===== config.mk =====
export PLATFORM = sky130hd
export DESIGN_NAME = mk14_boot_ctrl_flat
export DESIGN_NICKNAME = d
export VERILOG_FILES = /design/src/rtl/mk14_boot_ctrl_if.sv /design/src/rtl/mk14_boot_ctrl.sv /design/src/flat_wrapper.sv
export SDC_FILE = /design/constraint.sdc
export NUM_CORES = 1
export LEC_CHECK = 0
export CAP_MARGIN = 20
export CELL_PAD_IN_SITES_DETAIL_PLACEMENT = 0
export CELL_PAD_IN_SITES_GLOBAL_PLACEMENT = 2
export CORE_MARGIN = 2
export CORE_UTILIZATION = 26
export CTS_CLUSTER_SIZE = 10
export DETAILED_ROUTE_END_ITERATION = 16
export PLACE_DENSITY_LB_ADDON = 0.1
export SETUP_SLACK_MARGIN = 0.2
export SYNTH_ARGS = -nofsm -noshare
export SYNTH_HDL_FRONTEND = slang
export SYNTH_SLANG_ARGS = --single-unit

===== constraint.sdc =====
create_clock -name clk -period 3.1 [get_ports clk]
set_input_delay 0.31 -clock clk [delete_from_list [all_inputs] [get_ports clk]]
set_output_delay 0.31 -clock clk [all_outputs]
set_load 0.03 [all_outputs]

===== src/rtl/mk14_boot_ctrl_if.sv =====
// Purpose: bundles the loader, core, memory-port, display and status signals
//          of the MK14 boot sequencer.
// Ports (slave = sequencer side):
//   in : rx_byte_valid, ihex_data_valid, ihex_addr[15:0], ihex_data[7:0],
//        ihex_idle, ihex_error[2:0], ihex_parse_complete, core_addr[15:0],
//        core_write_en, core_write_data[7:0], display_idle, reload_req
//   out: mem_addr[15:0], mem_write_en, mem_write_data[7:0], rx_ready,
//        core_rst_n, display_en, state_o[1:0], load_error, bytes_loaded[15:0]
interface mk14_boot_ctrl_if;
    logic        rx_byte_valid;
    logic        ihex_data_valid;
    logic [15:0] ihex_addr;
    logic [7:0]  ihex_data;
    logic        ihex_idle;
    logic [2:0]  ihex_error;
    logic        ihex_parse_complete;
    logic [15:0] core_addr;
    logic        core_write_en;
    logic [7:0]  core_write_data;
    logic [15:0] mem_addr;
    logic        mem_write_en;
    logic [7:0]  mem_write_data;
    logic        rx_ready;
    logic        core_rst_n;
    logic        display_idle;
    logic        display_en;
    logic        reload_req;
    logic [1:0]  state_o;
    logic        load_error;
    logic [15:0] bytes_loaded;

    modport slave (
        input  rx_byte_valid, ihex_data_valid, ihex_addr, ihex_data, ihex_idle,
               ihex_error, ihex_parse_complete, core_addr, core_write_en,
               core_write_data, display_idle, reload_req,
        output mem_addr, mem_write_en, mem_write_data, rx_ready, core_rst_n,
               display_en, state_o, load_error, bytes_loaded
    );

    modport master (
        output rx_byte_valid, ihex_data_valid, ihex_addr, ihex_data, ihex_idle,
               ihex_error, ihex_parse_complete, core_addr, core_write_en,
               core_write_data, display_idle, reload_req,
        input  mem_addr, mem_write_en, mem_write_data, rx_ready, core_rst_n,
               display_en, state_o, load_error, bytes_loaded
    );
endinterface


===== src/rtl/mk14_boot_ctrl.sv =====
// Purpose: MK14 boot sequencer. Owns the MMU write port for the Intel-HEX
//          loader during the load window, holds the core in reset for a fixed
//          time, then hands the port to the core and paces display refreshes.
// Ports:
//   clk   : system clock
//   rst_n : asynchronous active-low reset
//   bus   : mk14_boot_ctrl_if.slave (loader/core inputs, MMU port, status)
module mk14_boot_ctrl #(
    parameter int unsigned RX_TIMEOUT_CYCLES = 100000000,
    parameter int unsigned RX_EXTEND_CYCLES  = 5000000,
    parameter int unsigned REFRESH_CYCLES    = 2500000,
    parameter int unsigned RESET_HOLD_CYCLES = 16
) (
    input  logic              clk,
    input  logic              rst_n,
    mk14_boot_ctrl_if.slave   bus
);

    localparam int unsigned MAX_AB  = (RX_TIMEOUT_CYCLES > RX_EXTEND_CYCLES) ?
                                      RX_TIMEOUT_CYCLES : RX_EXTEND_CYCLES;
    localparam int unsigned MAX_CD  = (REFRESH_CYCLES > RESET_HOLD_CYCLES) ?
                                      REFRESH_CYCLES : RESET_HOLD_CYCLES;
    localparam int unsigned MAX_CYC = (MAX_AB > MAX_CD) ? MAX_AB : MAX_CD;
    localparam int unsigned CNT_W   = $clog2(MAX_CYC) + 1;

    localparam logic [CNT_W-1:0] CNT_TIMEOUT = CNT_W'(RX_TIMEOUT_CYCLES);
    localparam logic [CNT_W-1:0] CNT_EXTEND  = CNT_W'(RX_EXTEND_CYCLES);
    localparam logic [CNT_W-1:0] CNT_REFRESH = CNT_W'(REFRESH_CYCLES - 1);
    localparam logic [CNT_W-1:0] CNT_HOLD    = CNT_W'(RESET_HOLD_CYCLES - 1);
    localparam logic [CNT_W-1:0] CNT_ONE     = CNT_W'(1);

    localparam logic [1:0] ST_LOAD  = 2'd0;
    localparam logic [1:0] ST_DRAIN = 2'd1;
    localparam logic [1:0] ST_RESET = 2'd2;
    localparam logic [1:0] ST_RUN   = 2'd3;

    logic [1:0]       r_state;
    logic [CNT_W-1:0] r_cnt;
    logic             r_pending;
    logic             r_load_error;
    logic [15:0]      r_bytes;
    logic             r_core_rst_n;
    logic             r_display_en;
    logic             r_rx_ready;

    logic [1:0]       w_state_nxt;
    logic [CNT_W-1:0] w_cnt_nxt;
    logic             w_pending_nxt;
    logic             w_load_error_nxt;
    logic [15:0]      w_bytes_nxt;
    logic             w_display_en_nxt;
    logic             w_cnt_zero;
    logic             w_bytes_inc;

    assign w_cnt_zero  = (r_cnt == '0);
    assign w_bytes_inc = bus.ihex_data_valid && (r_bytes != 16'hFFFF);

    // State and registered outputs
    always_ff @(posedge clk or negedge rst_n) begin
        if (!rst_n) begin
            r_state      <= ST_LOAD;
            r_cnt        <= CNT_TIMEOUT;
            r_pending    <= 1'b0;
            r_load_error <= 1'b0;
            r_bytes      <= 16'd0;
            r_core_rst_n <= 1'b0;
            r_display_en <= 1'b0;
            r_rx_ready   <= 1'b1;
        end else begin
            r_state      <= w_state_nxt;
            r_cnt        <= w_cnt_nxt;
            r_pending    <= w_pending_nxt;
            r_load_error <= w_load_error_nxt;
            r_bytes      <= w_bytes_nxt;
            r_core_rst_n <= (w_state_nxt == ST_RUN);
            r_display_en <= w_display_en_nxt;
            r_rx_ready   <= (w_state_nxt == ST_LOAD);
        end
    end

    // Next-state, shared counter and status updates
    always_comb begin
        w_state_nxt      = r_state;
        w_cnt_nxt        = r_cnt;
        w_pending_nxt    = r_pending;
        w_load_error_nxt = r_load_error;
        w_bytes_nxt      = r_bytes;
        w_display_en_nxt = 1'b0;

        case (r_state)
            ST_LOAD: begin
                // A received byte guarantees at least the extend window remains
                if (bus.rx_byte_valid && (r_cnt < CNT_EXTEND)) begin
                    w_cnt_nxt = CNT_EXTEND;
                end else if (!w_cnt_zero) begin
                    w_cnt_nxt = r_cnt - CNT_ONE;
                end
                if (w_bytes_inc) begin
                    w_bytes_nxt = r_bytes + 16'd1;
                end
                if (bus.ihex_error != 3'd0) begin
                    w_load_error_nxt = 1'b1;
                end
                if (bus.ihex_parse_complete || w_cnt_zero) begin
                    w_state_nxt = ST_DRAIN;
                end
            end

            ST_DRAIN: begin
                // Let an in-flight record finish before taking the port away
                if (w_bytes_inc) begin
                    w_bytes_nxt = r_bytes + 16'd1;
                end
                if (bus.ihex_idle && !bus.ihex_data_valid) begin
                    w_state_nxt = ST_RESET;
                    w_cnt_nxt   = CNT_HOLD;
                end
            end

            ST_RESET: begin
                if (w_cnt_zero) begin
                    w_state_nxt = ST_RUN;
                    w_cnt_nxt   = CNT_REFRESH;
                end else begin
                    w_cnt_nxt = r_cnt - CNT_ONE;
                end
            end

            default: begin
                if (r_pending && bus.display_idle) begin
                    w_display_en_nxt = 1'b1;
                    w_pending_nxt    = 1'b0;
                end
                // Pending is a flag, so expiries while waiting collapse into one strobe
                if (w_cnt_zero) begin
                    w_cnt_nxt     = CNT_REFRESH;
                    w_pending_nxt = 1'b1;
                end else begin
                    w_cnt_nxt = r_cnt - CNT_ONE;
                end
                if (bus.reload_req) begin
                    w_state_nxt      = ST_LOAD;
                    w_cnt_nxt        = CNT_TIMEOUT;
                    w_load_error_nxt = 1'b0;
                    w_bytes_nxt      = 16'd0;
                    w_pending_nxt    = 1'b0;
                    w_display_en_nxt = 1'b0;
                end
            end
        endcase
    end

    // Memory port mux, selected by the registered state
    always_comb begin
        bus.mem_addr       = bus.ihex_addr;
        bus.mem_write_en   = bus.ihex_data_valid;
        bus.mem_write_data = bus.ihex_data;
        case (r_state)
            ST_RESET: begin
                bus.mem_addr       = bus.core_addr;
                bus.mem_write_en   = 1'b0;
                bus.mem_write_data = bus.core_write_data;
            end
            ST_RUN: begin
                bus.mem_addr       = bus.core_addr;
                bus.mem_write_en   = bus.core_write_en;
                bus.mem_write_data = bus.core_write_data;
            end
            default: begin
                bus.mem_addr       = bus.ihex_addr;
                bus.mem_write_en   = bus.ihex_data_valid;
                bus.mem_write_data = bus.ihex_data;
            end
        endcase
    end

    assign bus.rx_ready     = r_rx_ready;
    assign bus.core_rst_n   = r_core_rst_n;
    assign bus.display_en   = r_display_en;
    assign bus.state_o      = r_state;
    assign bus.load_error   = r_load_error;
    assign bus.bytes_loaded = r_bytes;

endmodule

===== src/flat_wrapper.sv =====
// flat-port wrapper written by rule: the top's interface ports become plain ports
module mk14_boot_ctrl_flat 
#(
    parameter int unsigned RX_TIMEOUT_CYCLES = 100000000,
    parameter int unsigned RX_EXTEND_CYCLES  = 5000000,
    parameter int unsigned REFRESH_CYCLES    = 2500000,
    parameter int unsigned RESET_HOLD_CYCLES = 16
)
  (clk, rst_n, bus_rx_byte_valid, bus_ihex_data_valid, bus_ihex_addr, bus_ihex_data, bus_ihex_idle, bus_ihex_error, bus_ihex_parse_complete, bus_core_addr, bus_core_write_en, bus_core_write_data, bus_display_idle, bus_reload_req, bus_mem_addr, bus_mem_write_en, bus_mem_write_data, bus_rx_ready, bus_core_rst_n, bus_display_en, bus_state_o, bus_load_error, bus_bytes_loaded);
  mk14_boot_ctrl_if bus_i ();
  input  logic clk;
  input  logic rst_n;
  input wire logic [$bits(bus_i.rx_byte_valid)-1:0] bus_rx_byte_valid;
  input wire logic [$bits(bus_i.ihex_data_valid)-1:0] bus_ihex_data_valid;
  input wire logic [$bits(bus_i.ihex_addr)-1:0] bus_ihex_addr;
  input wire logic [$bits(bus_i.ihex_data)-1:0] bus_ihex_data;
  input wire logic [$bits(bus_i.ihex_idle)-1:0] bus_ihex_idle;
  input wire logic [$bits(bus_i.ihex_error)-1:0] bus_ihex_error;
  input wire logic [$bits(bus_i.ihex_parse_complete)-1:0] bus_ihex_parse_complete;
  input wire logic [$bits(bus_i.core_addr)-1:0] bus_core_addr;
  input wire logic [$bits(bus_i.core_write_en)-1:0] bus_core_write_en;
  input wire logic [$bits(bus_i.core_write_data)-1:0] bus_core_write_data;
  input wire logic [$bits(bus_i.display_idle)-1:0] bus_display_idle;
  input wire logic [$bits(bus_i.reload_req)-1:0] bus_reload_req;
  output wire logic [$bits(bus_i.mem_addr)-1:0] bus_mem_addr;
  output wire logic [$bits(bus_i.mem_write_en)-1:0] bus_mem_write_en;
  output wire logic [$bits(bus_i.mem_write_data)-1:0] bus_mem_write_data;
  output wire logic [$bits(bus_i.rx_ready)-1:0] bus_rx_ready;
  output wire logic [$bits(bus_i.core_rst_n)-1:0] bus_core_rst_n;
  output wire logic [$bits(bus_i.display_en)-1:0] bus_display_en;
  output wire logic [$bits(bus_i.state_o)-1:0] bus_state_o;
  output wire logic [$bits(bus_i.load_error)-1:0] bus_load_error;
  output wire logic [$bits(bus_i.bytes_loaded)-1:0] bus_bytes_loaded;
  assign bus_i.rx_byte_valid = bus_rx_byte_valid;
  assign bus_i.ihex_data_valid = bus_ihex_data_valid;
  assign bus_i.ihex_addr = bus_ihex_addr;
  assign bus_i.ihex_data = bus_ihex_data;
  assign bus_i.ihex_idle = bus_ihex_idle;
  assign bus_i.ihex_error = bus_ihex_error;
  assign bus_i.ihex_parse_complete = bus_ihex_parse_complete;
  assign bus_i.core_addr = bus_core_addr;
  assign bus_i.core_write_en = bus_core_write_en;
  assign bus_i.core_write_data = bus_core_write_data;
  assign bus_i.display_idle = bus_display_idle;
  assign bus_i.reload_req = bus_reload_req;
  assign bus_mem_addr = bus_i.mem_addr;
  assign bus_mem_write_en = bus_i.mem_write_en;
  assign bus_mem_write_data = bus_i.mem_write_data;
  assign bus_rx_ready = bus_i.rx_ready;
  assign bus_core_rst_n = bus_i.core_rst_n;
  assign bus_display_en = bus_i.display_en;
  assign bus_state_o = bus_i.state_o;
  assign bus_load_error = bus_i.load_error;
  assign bus_bytes_loaded = bus_i.bytes_loaded;
  mk14_boot_ctrl #(.RX_TIMEOUT_CYCLES(RX_TIMEOUT_CYCLES), .RX_EXTEND_CYCLES(RX_EXTEND_CYCLES), .REFRESH_CYCLES(REFRESH_CYCLES), .RESET_HOLD_CYCLES(RESET_HOLD_CYCLES)) u_core (.clk(clk), .rst_n(rst_n), .bus(bus_i));
endmodule

==> out/results.tsv, run 1 <==
stage	metric	value	unit
worst_setup_path	CP Capture Type	flop	
global_routing	vias in the first global route	3723	
run_status	outcome	complete, no violations	
timing	final period utilization	88.21	%
synthesis	number of synthesized flops with an enable pin	0	
route	WL met2	5855	um
floorplanning	Die W	120.8	um
worst_setup_path	CP Launch Type	flop	
floorplanning	die area	0.01459	sq mm
floorplanning	I/O Pins	107	
placement	pre-CTS setup slack	0.3257	ns
worst_setup_path	Crit Path Max Fanout	7	
route	drt pass-1 iters	4	
synthesis	most frequent cells after synthesis	97 x nand2_1, 45 x o21ai_0, 41 x nor2_1	
cells_and_area	Ant. Diodes	0	
route	DR WL/cell	17.07	um
synthesis	most common cell in the netlist	nand2_1	
worst_setup_path	Critical Path RT	3.33	ns
synthesis	cells after synthesis	456	
global_routing	Overflow after GRT	0	
cells_and_area	share of cells above drive strength 1	15.65	%
timing	min Tclk post-route	2.735	ns
synthesis	Synth cell types	57	
route	drt drc	0	
route	Post-Route M1 WL	6105	um
synthesis	Yosys top cell area share	26.82	%
clock_tree	total CTS buffers	5	
clock_tree	clock buffer depth	2	
timing	Final Setup Violations	0	
floorplanning	cell row count	42	
route	Max Used Layer	met4	
route	DR iter-0 viols	201	
global_routing	first-pass GRT wire length	20380	um
synthesis	Area contributors post-synth	dfrtp_1 27%, nand2_1 10%, dfstp_2 9.6%, o21ai_0 6.4%, nor2_1 4.3%	
timing	Hold Fails Final Rpt	0	
synthesis	syn_area_per_cell	7.776	sq um
timing	Max Clock Freq	0.3657	GHz
floorplanning	initial core utilization	26.67	%
route	drt total wl	12820	um
floorplanning	core box area	0.01330	sq mm
clock_tree	CTS clk-pin slew, worst paths	0.07	ns
worst_setup_path	Reg2Reg Setup Slack	0.37	ns
floorplanning	die height	120.8	um
global_routing	initial antenna violation count	0	
clock_tree	CTS tree	done	
power_and_ir_drop	Pwr per Cell Area	1076	mW/mm^2
synthesis	flops & latches, synth	51	
synthesis	ys async rst share	100.0	%
synthesis	synth warn	0	
global_routing	gr usage total	17.74	%
route	routed wl met3	712	um
clock_tree	Clock Latency Late Sink	0.31	ns
worst_setup_path	Reg-to-Reg Start	u_core.r_cnt[1]$_DFFE_PN0P_	
placement	port bufs	106	
cells_and_area	Final #Nets	640	
synthesis	most common flop cell mapped by yosys	dfrtp_1	
hold_path	worst hold-check path type	input port to asynchronous set/reset pin	
timing	clk_skew	0.003771	ns
clock_tree	clk root buf	clkbuf_16	
cells_and_area	P&R area growth vs syn	43.23	%
synthesis	biggest area consumer among synthesized cells	dfrtp_1	
timing	Worst Setup Slack, final	0.3654	ns
worst_setup_path	r2r endpoint	u_core.r_cnt[24]$_DFFE_PN1P_	
worst_setup_path	Register-to-Register Path Depth	8	
timing	Worst-Margin Slew	0.8467	ns
power_and_ir_drop	leak pwr	2.209	nW
clock_tree	CTS sink cnt	51	
synthesis	Seq/Total Area, Yosys	36.45	%
power_and_ir_drop	Max VDD drop	0.3506	mV
placement	GPL Wtd Cong	0.8651	
worst_setup_path	worst endpoint data arrival time	2.97	ns
placement	DPL Wire Length	9403	um
route	vias after detailed routing	3929	
timing	Slew headroom	43.55	%
clock_tree	H-tree levels	2	
worst_setup_path	Critical Setup Path Class	flop to flop	
timing	RSZ-0062 raised after global routing	yes	
clock_tree	CTS Hold Bufs	0	
route	DRT antenna net count	0	
run	Max-Cap Viols	0	
timing	max-slew violations	0	
synthesis	post-synth net total	522	
timing	setup TNS	0	ns
synthesis	Cell Area, Synth	0.003546	sq mm
global_routing	largest net degree at the start of global routing	35	
route	Via density	5.232	
-- worst max-delay path by stage --
stage,from,endpoint,slack (ns),cells after the start
after floorplan,u_core.r_cnt[0]$_DFFE_PN0P_,u_core.r_cnt[4]$_DFFE_PN0P_,0.38,10
after global placement,u_core.r_cnt[1]$_DFFE_PN0P_,u_core.r_cnt[24]$_DFFE_PN1P_,0.39,8
after detailed placement,u_core.r_cnt[1]$_DFFE_PN0P_,u_core.r_cnt[24]$_DFFE_PN1P_,0.33,8
after CTS,u_core.r_cnt[1]$_DFFE_PN0P_,u_core.r_cnt[24]$_DFFE_PN1P_,0.30,8
after global routing,u_core.r_cnt[1]$_DFFE_PN0P_,u_core.r_cnt[24]$_DFFE_PN1P_,0.19,8
final,u_core.r_cnt[1]$_DFFE_PN0P_,u_core.r_cnt[24]$_DFFE_PN1P_,0.37,8
-- layout by cell type (no fill, tap or decap), types with 5 or more instances in the layout --
master,netlist,layout
nand2_1,97,97
clkdlybuf4s50_1,0,81
buf_4,3,49
o21ai_0,45,45
nor2_1,41,40
dfrtp_1,38,38
a21oi_1,22,22
a31oi_1,15,15
nor3_1,14,14
dfstp_2,13,13
and3_1,12,11
nand3_1,10,10
o31ai_1,10,10
nand2b_1,9,9
a22o_1,9,9
inv_1,8,8
or4_1,8,8
ha_1,6,6
nor4_1,5,5
o22a_1,5,5
clkbuf_16,0,5
-- through the flow --
step / instances / util (%) / total power, mW / hold slack, ns / area (sq um)
finish: 751 / 38.20 / 5.462 / 0.1079 / 5079
global route: 751 / 38.20 / 5.923 / 0.1639 / 5079
CTS: 749 / 38.01 / 5.464 / 0.1358 / 5054
detailed placement: 741 / 36.70 / 4.758 / 0.4713 / 4880
global placement: 741 / 36.70 / 4.755 / 0.4669 / 4880
floorplan: 456 / - / 3.452 / 0.01441 / 3546
-- worst max-delay path, stage by stage (launching register included) --
cell and delay, ns:
dfrtp_1 0.40, inv_1 0.08, ha_1 0.20, or3b_2 0.56
or4_1 0.64, nor4_4 0.24, nand3_1 0.14, o31a_1 0.26
o22ai_1 0.15
-- routing by layer --
layer	up-vias	global-route usage, %
met5	-	0
met4	0	4.869
met3	12	4.245
met2	123	28.46
met1	1876	23.83
li1	1918	-
-- registers in the layout, indices dropped and copies added (netlist names) --
name and count:
u_core.r_cnt 28, u_core.r_pending 1, u_core.bus.load_error 1, u_core.bus.display_en 1
u_core.bus.bytes_loaded 16, u_core.bus.core_rst_n 1, u_core.bus.rx_ready 1, u_core.bus.state_o 2
-- area by class of cell --
cell class / count / area, sq um
Clock inverter: 2 / 35.03
Inverter: 9 / 33.78
Timing Repair Buffer: 133 / 1224
Clock buffer: 6 / 138.9
Sequential cell: 51 / 1292
Multi-Input combinational cell: 374 / 2135
Fill cell: 1366 / 8217
Tap cell: 176 / 220.2
-- kinds of logic (layout without fill, tap and decap cells) --
family                   after synthesis  count (layout)  share of synthesized area, %
adder cells (fa/ha/maj)                6               6                         2.117
AND/OR/NAND/NOR                      217             217                         29.32
flip-flops                            51              51                         36.45
XOR/XNOR                               1               1                        0.2470
buffers and inverters                 31             150                         3.705
AO/OA/AOI/OAI                        150             150                         28.16
-- where the power goes --
part | switching (mW) | internal, mW | leakage, nW
sequential | 0.247 | 0.917 | 0.644
clock | 0.271 | 0.402 | 0.0868
combinational | 2.18 | 1.45 | 1.48
total | 2.69 | 2.77 | 2.21
-- timing repair --
| item | in CTS | in global routing |
|---|---|---|
| setup buffers | 0 | 2 |
| resized for setup | 0 | 2 |
| endpoints found under the setup margin | 0 | 9 |
Power figures use the tool's default switching activity.
==> run 2, diff against run 1 <==
- CAP_MARGIN: 20 -> 0
==> results of run 2 <==
The final DEF is identical to that of run 1; final timing and power are the same.
